===== src/rtl/scan_ctrl.sv =====
// scan_ctrl: job sequencer for the SET datapath.
// Accepts scan jobs on en_i, walks each job through clear (START),
// accumulate (BUSY) and report (DONE), and holds at most one further job
// in a pending slot so jobs can run back to back without idle cycles.
module scan_ctrl #(
   parameter int SCAN_LEN = 17,
   parameter int CNT_W    = 5
) (
   input  logic             clk_i,
   input  logic             rst_i,
   input  logic             en_i,
   input  logic [CNT_W-1:0] len_i,
   input  logic             stall_i,
   input  logic             abort_i,
   output logic             ready_o,
   output logic             buffer_en_o,
   output logic             drop_o,
   output logic             coord_en_o,
   output logic             acc_clear_o,
   output logic             acc_en_o,
   output logic [CNT_W-1:0] cycle_o,
   output logic             busy_o,
   output logic             valid_o,
   output logic             clear_o
);

   // One extra bit so a length equal to 2^CNT_W still fits in len_q.
   localparam int LEN_W = CNT_W + 1;

   typedef enum logic [1:0] {
      S_IDLE  = 2'd0,
      S_START = 2'd1,
      S_BUSY  = 2'd2,
      S_DONE  = 2'd3
   } state_t;

   state_t             state_q, state_d;
   logic [CNT_W-1:0]   cnt_q, cnt_d;
   logic [LEN_W-1:0]   len_q, len_d;
   logic               pend_q, pend_d;
   logic [CNT_W-1:0]   pend_len_q, pend_len_d;

   // Registered decodes of the next state, so the datapath strobes come
   // straight from flops.
   logic               busy_q;
   logic               start_q;
   logic               run_q;
   logic               done_q;

   logic               accept;
   logic               last_idx;

   // A requested length of zero selects the default scan length.
   function automatic logic [LEN_W-1:0] map_len(input logic [CNT_W-1:0] len);
      if (len == '0) begin
         return LEN_W'(SCAN_LEN);
      end
      return {1'b0, len};
   endfunction

   // Request handshake: a job is accepted whenever the pending slot is empty.
   assign ready_o     = ~pend_q;
   assign accept      = en_i & ready_o;
   assign buffer_en_o = accept;
   assign drop_o      = en_i & ~ready_o;

   assign last_idx = ({1'b0, cnt_q} == (len_q - LEN_W'(1)));

   // Next-state, counter, length and pending-slot logic.
   always_comb begin
      state_d    = state_q;
      cnt_d      = cnt_q;
      len_d      = len_q;
      pend_d     = pend_q;
      pend_len_d = pend_len_q;
      unique case (state_q)
         S_IDLE, S_DONE: begin
            // A queued job always wins; ready_o is low while one is queued,
            // so a new request cannot collide with it here.
            if (pend_q) begin
               state_d = S_START;
               len_d   = map_len(pend_len_q);
               pend_d  = 1'b0;
               cnt_d   = '0;
            end else if (accept) begin
               state_d = S_START;
               len_d   = map_len(len_i);
               cnt_d   = '0;
            end else begin
               state_d = S_IDLE;
            end
         end
         S_START: begin
            if (accept) begin
               pend_d     = 1'b1;
               pend_len_d = len_i;
            end
            state_d = abort_i ? S_IDLE : S_BUSY;
         end
         S_BUSY: begin
            if (accept) begin
               pend_d     = 1'b1;
               pend_len_d = len_i;
            end
            // abort beats stall, stall beats the counter
            if (abort_i) begin
               state_d = S_IDLE;
            end else if (!stall_i) begin
               if (last_idx) begin
                  state_d = S_DONE;
               end else begin
                  cnt_d = cnt_q + CNT_W'(1);
               end
            end
         end
         default: begin
            state_d = S_IDLE;
         end
      endcase
   end

   // Controller state and registered output decodes.
   always_ff @(posedge clk_i or posedge rst_i) begin
      if (rst_i) begin
         state_q    <= S_IDLE;
         cnt_q      <= '0;
         len_q      <= LEN_W'(SCAN_LEN);
         pend_q     <= 1'b0;
         pend_len_q <= '0;
         busy_q     <= 1'b0;
         start_q    <= 1'b0;
         run_q      <= 1'b0;
         done_q     <= 1'b0;
      end else begin
         state_q    <= state_d;
         cnt_q      <= cnt_d;
         len_q      <= len_d;
         pend_q     <= pend_d;
         pend_len_q <= pend_len_d;
         busy_q     <= (state_d == S_START) || (state_d == S_BUSY);
         start_q    <= (state_d == S_START);
         run_q      <= (state_d == S_BUSY);
         done_q     <= (state_d == S_DONE);
      end
   end

   assign busy_o      = busy_q;
   assign coord_en_o  = start_q;
   assign acc_clear_o = start_q;
   assign acc_en_o    = run_q & ~stall_i & ~abort_i;
   assign valid_o     = done_q;
   assign clear_o     = done_q;
   assign cycle_o     = cnt_q;

endmodule


===== config.mk =====
export PLATFORM = sky130hd
export DESIGN_NAME = scan_ctrl
export DESIGN_NICKNAME = d
export VERILOG_FILES = /design/src/rtl/scan_ctrl.sv
export SDC_FILE = /design/constraint.sdc
export NUM_CORES = 1
export LEC_CHECK = 0
export ABC_AREA = 1
export CAP_MARGIN = 15
export CORE_MARGIN = 2
export CORE_UTILIZATION = 45
export CTS_BUF_LIST = sky130_fd_sc_hd__clkbuf_8 sky130_fd_sc_hd__clkbuf_16
export DETAILED_ROUTE_END_ITERATION = 16
export PLACE_DENSITY = 0.7
export SLEW_MARGIN = 20
export SYNTH_ARGS = -nofsm -noshare
export SYNTH_HDL_FRONTEND = slang
export SYNTH_SLANG_ARGS = --single-unit

===== constraint.sdc =====
create_clock -name clk_i -period 3.7 [get_ports clk_i]
set_input_delay 0.925 -clock clk_i [delete_from_list [all_inputs] [get_ports clk_i]]
set_output_delay 0.925 -clock clk_i [all_outputs]
set_load 0.02 [all_outputs]

==> results.cfg, run 1 <==
[critical_path]
cp-start-kind = primary input
endpoint_kind = output port
rr_worst_depth = 15
cp_cell_sequence = clkdlybuf4s50_1, inv_1, nor2_1, clkdlybuf4s50_1
path_max_fanout = 3
required_ps = 2770
cp_common_cell = clkdlybuf4s50_1
worstSetupPathType = primary input to output port
crit_arrival_ps = 2220
slowest_stage = clkdlybuf4s50_1
slowest_delay_ps = 630

[layout]
num-nets-final = 210
n_antenna_cell = 0
regArea_um2 = 553.0
stdcell_count = 223
multiInputGateArea_um2 = 583.1
utilization_pct = 57.85
drive_gt1_share_pct = 8.333
area_delta_synth_final_pct = 23.56
final_cell_area_um2 = 1582
n_fill_cell = 266

[sta]
fin_ws_ps = 555.4
whs_ps = 506.2
rsz0062_at_grt = no
max_freq_ghz = 0.3180
fin_crit_sh_pct = 84.99
timing.setup.tns_ps = 0
tightestPinTransition_ps = 831.5
fin_skew_ps = 8.018
period_minus_slack_ps = 3145
hold_viol = 0
maxSlewHeadroom_pct = 44.50
setup_viol = 0
final_max_slew_viol_count = 0

[drt]
dr_total_vias = 1117
wl_um = 2559
drt-vias-per-instance = 5.009
first_pass_iters = 4
drtAntennaViolNets = 0
wl_per_cell_um = 11.48
drc = 0
initialDrtViolationCount = 27

[synthesis]
ys_seq_area_share_pct = 43.21
synthArstFlopShare_pct = 100.0
yosysMostFrequentCell = nand2_1
synth-seq-cells = 22
synth-main-ff-cell = dfrtp_1
syn_nets = 184
synth.cell_area_um2 = 1280
ys_types = 25
synthTopCellsByArea = dfrtp_1, nand2_1, inv_1
synth_commonest_cells = nand2_1, inv_1, dfrtp_1
synth_top_area_cell = dfrtp_1
synth_edf_count = 0
synth_area_per_cell_um2 = 7.665
netlist_instances = 167
synth_top_area_share_pct = 39.10
yosys_warnings = 0

[clocking]
cts_tree = built
cts.sinks = 22
cts_buffers = 3
cts_hold_buf = 0
post_cts_resized = 0
clock_path_buffers = 2
htree_levels = 1
clock_latency_ps = 260
clkTransAtPathRegs_ps = 70
clockRootBuffer = clkbuf_8
cts_setup_buffers = 0

[global_routing]
grt_pass1_vias = 1069
grt_first_pass_wirelength_um = 4402
antenna_found_initial = 0
grt_max_degree = 23
grt-ovfl-total = 0
track_usage_pct = 16.83

[power]
finalPower_mw = 1.115
power_density_nw_per_um2 = 705.1
vdd_drop_max_mv = 0.3993
p_leak_nw = 0.7909

[status]
status = finished, final reports clean

[run]
max-cap-violations = 0

[floorplanning]
coreArea_um2 = 2734
dieHeight_um = 57.33
io_pins = 24
dieArea_um2 = 3287
start_util_pct = 46.82
fp-row-count = 19
die_x_um = 57.33

[placed_design]
pre_cts_ws_ps = 532.5
portBuffers = 23
gp_congestion = 0.7641
placed_cell_area_um2 = 1536
place_inst = 219
dp_hpwl_um = 2040

[worst_hold_path]
worstHoldPathType = register to register
holdPathStages = 2
-- registers in the layout, indices dropped and copies added (netlist names) --
signal and flops:
state_q 2, cycle_o 5, pend_q 1, clear_o 1, pend_len_q 5, len_q 5
acc_clear_o 1, busy_o 1, run_q 1
-- critical path, delay by kind of cell --
| family | cells | cell delay, ps |
|---|---|---|
| and+or+nand+nor | 1 | 130 |
| buffers and inverters | 3 | 1170 |
-- placed cells by master (no fill, tap or decap), types with 2 or more instances in the layout --
cell type        count
nand2_1             43
inv_1               30
clkdlybuf4s50_1     23
dfrtp_1             20
nand3_1             12
nor2_1              11
o21ai_0             11
ha_1                 7
inv_2                4
o21ai_1              4
o211ai_1             3
clkbuf_8             3
nand4_1              2
xor2_1               2
nor3_1               2
a21oi_1              2
nand2_2              2
nor4_1               2
dfstp_2              2
-- path summary, 6_finish.rpt --
kind	start	to	slack, ps
min in group asynchronous	rst_i	run_q	1130
hold / removal	pend_len_q[4]	pend_len_q[4]	510
max in group asynchronous	rst_i	len_q[3]	2050
setup reg to reg	len_q[0]	busy_o	1550
setup / recovery	en_i	buffer_en_o	560
hold reg to reg	pend_len_q[4]	pend_len_q[4]	510
-- routing by layer --
layer / routed length [um] / global-route usage [%] / vias to the layer above / share of wire [%]
li1: - / - / 580 / -
met1: 1211 / 21.78 / 515 / 47
met2: 1266 / 29.56 / 20 / 49
met3: 67 / 2.268 / 2 / 2.6
met4: 13 / 4.651 / 0 / 0.51
met5: 0 / 0 / - / 0
-- cells by family after synthesis --
family / synth area share, %
simple gates: 25.61
fa+ha+maj: 6.842
buf+inv: 11.24
xor+xnor: 1.369
compound gates: 11.73
flops: 43.21
-- layout make-up --
type                            instances  area share (%)
Inverter                               33           7.832
Multi-Input combinational cell        109           36.87
Clock inverter                          1          0.2373
Sequential cell                        22           34.97
Clock buffer                            3           2.611
Timing Repair Buffer                   24           15.03
Tap cell                               31           2.453
-- power by group --
group / internal, mW / leakage [nW] / total [mW] / switching (mW)
logic: 0.220 / 0.483 / 0.576 / 0.357
clock network: 0.0738 / 0.0269 / 0.149 / 0.0749
registers: 0.333 / 0.281 / 0.390 / 0.0566
Note: power is estimated with default switching activity, not from simulation.
==> run 2, diff against run 1 <==
- PLACE_DENSITY: 0.7 -> 0.73
- clock period: 3.7 -> 2.8 ns (I/O delays scaled with it)
==> results.cfg, run 2 (synthesis results as in run 1) <==
[critical_path]
cp-start-kind = primary input
worstSetupPathType = primary input to output port
reg2reg_slack_ps = 590
r2r_start = len_q[0]
reg2reg_to = busy_o
rr_worst_depth = 14
required_ps = 2100
path_max_fanout = 2
endpoint_kind = output port
crit_arrival_ps = 1970

[power]
p_int_uw = 856.3
power_density_nw_per_um2 = 942.9
pwr-share-seq_pct = 34.1
p_sw_share_pct = 43.29
vdd_drop_max_mv = 0.6065
pwr-share-clk_pct = 15.0
p_comb_share_pct = 50.9
p_leak_nw = 0.8090
p_switching_uw = 653.7

[clocking]
clkTransAtPathRegs_ps = 80
cts_tree = built
cts_buffers = 3
cts_setup_buffers = 0
htree_levels = 1
cts_hold_buf = 0
clock_path_buffers = 2
cts.sinks = 22
clock_latency_ps = 260
clockRootBuffer = clkbuf_8

[floorplanning]
fp-row-count = 19
dieArea_um2 = 3287
io_pins = 24
coreArea_um2 = 2734
dieHeight_um = 57.33
die_x_um = 57.33
start_util_pct = 46.82

[sta]
maxSlewHeadroom_pct = 76.14
fin_crit_sh_pct = 95.18
final_max_slew_viol_count = 0
fin_skew_ps = 1.248
timing.setup.tns_ps = 0
whs_ps = 495.7
tightestPinTransition_ps = 354.6
fin_ws_ps = 134.9
setup_viol = 0
max_freq_ghz = 0.3752
hold_viol = 0
period_minus_slack_ps = 2665
rsz0062_at_grt = no

[layout]
num-nets-final = 211
layout_common_cells = nand2_1, inv_1, clkdlybuf4s50_1, dfrtp_1, nand3_1
n_fill_cell = 258
layout_commonest_cell = nand2_1
n_antenna_cell = 0
area_delta_synth_final_pct = 25.12
drive_gt1_share_pct = 9.326
utilization_pct = 58.58
final_cell_area_um2 = 1602

[drt]
wl_per_cell_um = 11.58
drt-vias-per-instance = 5.022
first_pass_iters = 4
wl_um = 2595
initialDrtViolationCount = 25
drc = 0
drtAntennaViolNets = 0
dr_total_vias = 1125

[worst_hold_path]
worstHoldPathType = register to register
holdPathStages = 2
hold_end = pend_len_q[4]
hp-start = pend_len_q[4]

[status]
status = finished, final reports clean

[placed_design]
dp_hpwl_um = 2090
pre_cts_ws_ps = 100.8
gp_congestion = 0.8087
placed_cell_area_um2 = 1544
portBuffers = 23

[run]
max-cap-violations = 0

[global_routing]
grt_first_pass_wirelength_um = 4795
grt_max_degree = 23
grt_pass1_vias = 1126
antenna_found_initial = 0
grt-ovfl-total = 0
track_usage_pct = 18.43
run 2: changes by cell type in the layout (fill, tap and decap cells not counted), sizes merged:
cell / delta
buf: +1
clkbuf: +1
clkdlybuf4s50: -1
dlymetal6s2s: +1
inv: -1
run 2: how the worst max path moves through the flow:
stage / startpoint / to / slack, ps
3_3_place_gp: en_i / buffer_en_o / 140
5_1_grt: stall_i / acc_en_o / 70
4_1_cts: en_i / buffer_en_o / 90
3_5_place_dp: en_i / buffer_en_o / 100
2_1_floorplan: len_q[0] / busy_o / 790
6_report: stall_i / acc_en_o / 130
run 2: final cells by class:
cell class / instances / area, um2 / share of cell area, %
inverter: 33 / 123.9 / 7.734
multi-input combinational: 109 / 583.1 / 36.41
timing repair buffer: 25 / 247.7 / 15.47
tap: 31 / 38.79 / 2.422
clock buffer: 4 / 55.05 / 3.437
sequential: 22 / 553.0 / 34.53
run 2: power groups by stage:
| stage | Clock (mW) | Combinational (mW) | Sequential, mW |
|---|---|---|---|
| 2_1_floorplan | 0 | 0.539 | 0.530 |
| 3_3_place_gp | 0 | 0.744 | 0.515 |
| 3_5_place_dp | 0 | 0.776 | 0.521 |
| 4_1_cts | 0.234 | 0.779 | 0.516 |
| 5_1_grt | 0.245 | 0.888 | 0.535 |
| 6_report | 0.226 | 0.769 | 0.515 |
run 2: metal layers:
metal	global-route usage (%)	part of all wire [%]	vias to the layer above
li1	-	-	580
met1	25.44	46	520
met2	31.53	50	21
met3	2.041	2.6	4
met4	3.987	1.2	0
met5	0	0	-
run 2: critical path: stages:
cell             delay [ps]
clkdlybuf4s50_1         420
inv_1                    90
nand2_1                  60
nor2_1                   90
clkdlybuf4s50_1         610
run 2: per-stage QoR:
stage	power [mW]	cells
global placement	1.259	220
finish	1.510	224
CTS	1.528	224
floorplan	1.069	167
global route	1.668	224
detailed placement	1.297	220
run 2: repair_timing:
| action | in CTS | in global routing |
|---|---|---|
| setup endpoints to repair | 0 | 1 |
| gates resized for setup | 0 | 1 |
| hold endpoints to repair | 0 | 0 |
==> run 3, diff against run 2 <==
- CORE_UTILIZATION: 45 -> 46
- PLACE_DENSITY: 0.73 -> 0.75
==> results.cfg, run 3 (synthesis results as in run 1) <==
[placed_design]
pre_cts_ws_ps = 101.0
gp_congestion = 0.8044
portBuffers = 23
dp_hpwl_um = 1952

[global_routing]
grt-ovfl-total = 0
met2_usage_pct = 30.23
grtUsageMet3_pct = 2.074
antenna_found_initial = 0
grt.met1_usage_pct = 20.50
top_usage_layer = met2
grt_max_degree = 23
track_usage_pct = 16.95
grt_first_pass_wirelength_um = 4298
grt_pass1_vias = 1068

[floorplanning]
dieHeight_um = 56.75
coreArea_um2 = 2710
dieArea_um2 = 3221
die_x_um = 56.75
start_util_pct = 47.23
io_pins = 24
fp-row-count = 19

[drt]
drc = 0
first_pass_iters = 4
drt-vias-per-instance = 4.987
initialDrtViolationCount = 16
wl_um = 2511
wl_per_cell_um = 11.21
dr_total_vias = 1117
drtAntennaViolNets = 0

[sta]
timing.setup.tns_ps = 0
max_freq_ghz = 0.3720
maxSlewHeadroom_pct = 76.71
final_max_slew_viol_count = 0
hold_viol = 0
whs_ps = 498.9
fin_crit_sh_pct = 96.01
tightestPinTransition_ps = 346.2
setup_viol = 0
fin_skew_ps = 2.236
rsz0062_at_grt = no
fin_ws_ps = 111.7
period_minus_slack_ps = 2688

[critical_path]
cp-start-kind = primary input
required_ps = 2100
endpoint_kind = output port
cp_common_cell = clkdlybuf4s50_1
path_max_fanout = 3
slowest_delay_ps = 630
worstSetupPathType = primary input to output port
slowest_stage = clkdlybuf4s50_1
crit_arrival_ps = 1990
cp_cell_sequence = clkdlybuf4s50_1, inv_1, nor2_1, clkdlybuf4s50_1

[clocking]
cts_tree = built
cts.sinks = 22
htree_levels = 1
cts_buffers = 3
post_cts_resized = 0
clock_path_buffers = 2
clock_latency_ps = 260
cts_setup_buffers = 0
clkTransAtPathRegs_ps = 70
clockRootBuffer = clkbuf_8
cts_hold_buf = 0

[layout]
num-nets-final = 211
utilization_pct = 59.00
drive_gt1_share_pct = 9.326
layout_common_cells = nand2_1, inv_1, clkdlybuf4s50_1, dfrtp_1, nand3_1
n_antenna_cell = 0
layout_commonest_cell = nand2_1
area_delta_synth_final_pct = 24.93

[power]
vdd_drop_max_mv = 0.5520
finalPower_mw = 1.499
p_leak_nw = 0.7975
power_density_nw_per_um2 = 937.7

[worst_hold_path]
worstHoldPathType = register to register

[run]
max-cap-violations = 0

[status]
status = finished, final reports clean
==> run 3: power breakdown <==
group	internal [mW]	switching, mW
clock network	0.125	0.0987
registers	0.441	0.0748
logic	0.292	0.468
total	0.858	0.641
==> run 3: routing by layer <==
metal,vias to the layer above,share of wire (%)
met5,-,0
met4,0,1.4
met3,4,3.2
met2,16,50
met1,520,45
li1,577,-
==> run 3: path summary, 6_finish.rpt <==
path,startpoint,end,slack [ps],cells past startpoint
max,en_i,buffer_en_o,110,4
min,pend_len_q[4],pend_len_q[4],500,2
max reg2reg,len_q[0],busy_o,640,14
min reg2reg,pend_len_q[4],pend_len_q[4],500,2
max in group asynchronous,rst_i,len_q[4],1750,3
min in group asynchronous,rst_i,pend_len_q[0],770,3
==> run 3: area by class of cell <==
cell class                      count  area [um2]
Fill cell                         251        1111
Multi-Input combinational cell    109       583.1
Sequential cell                    22       553.0
Timing Repair Buffer               25       245.2
Inverter                           33       123.9
Clock buffer                        4       55.05
Tap cell                           31       38.79
==> run 3: stage by stage <==
step | instance area, um2 | instances
after global routing | 1599 | 224
after CTS | 1599 | 224
final | 1599 | 224
after detailed placement | 1544 | 220
after global placement | 1544 | 220
after floorplan | 1280 | 167
==> run 3: critical path: cells and delay by family <==
kind | cells | cell delay, ps
buf+inv | 3 | 1170
simple gates | 1 | 120
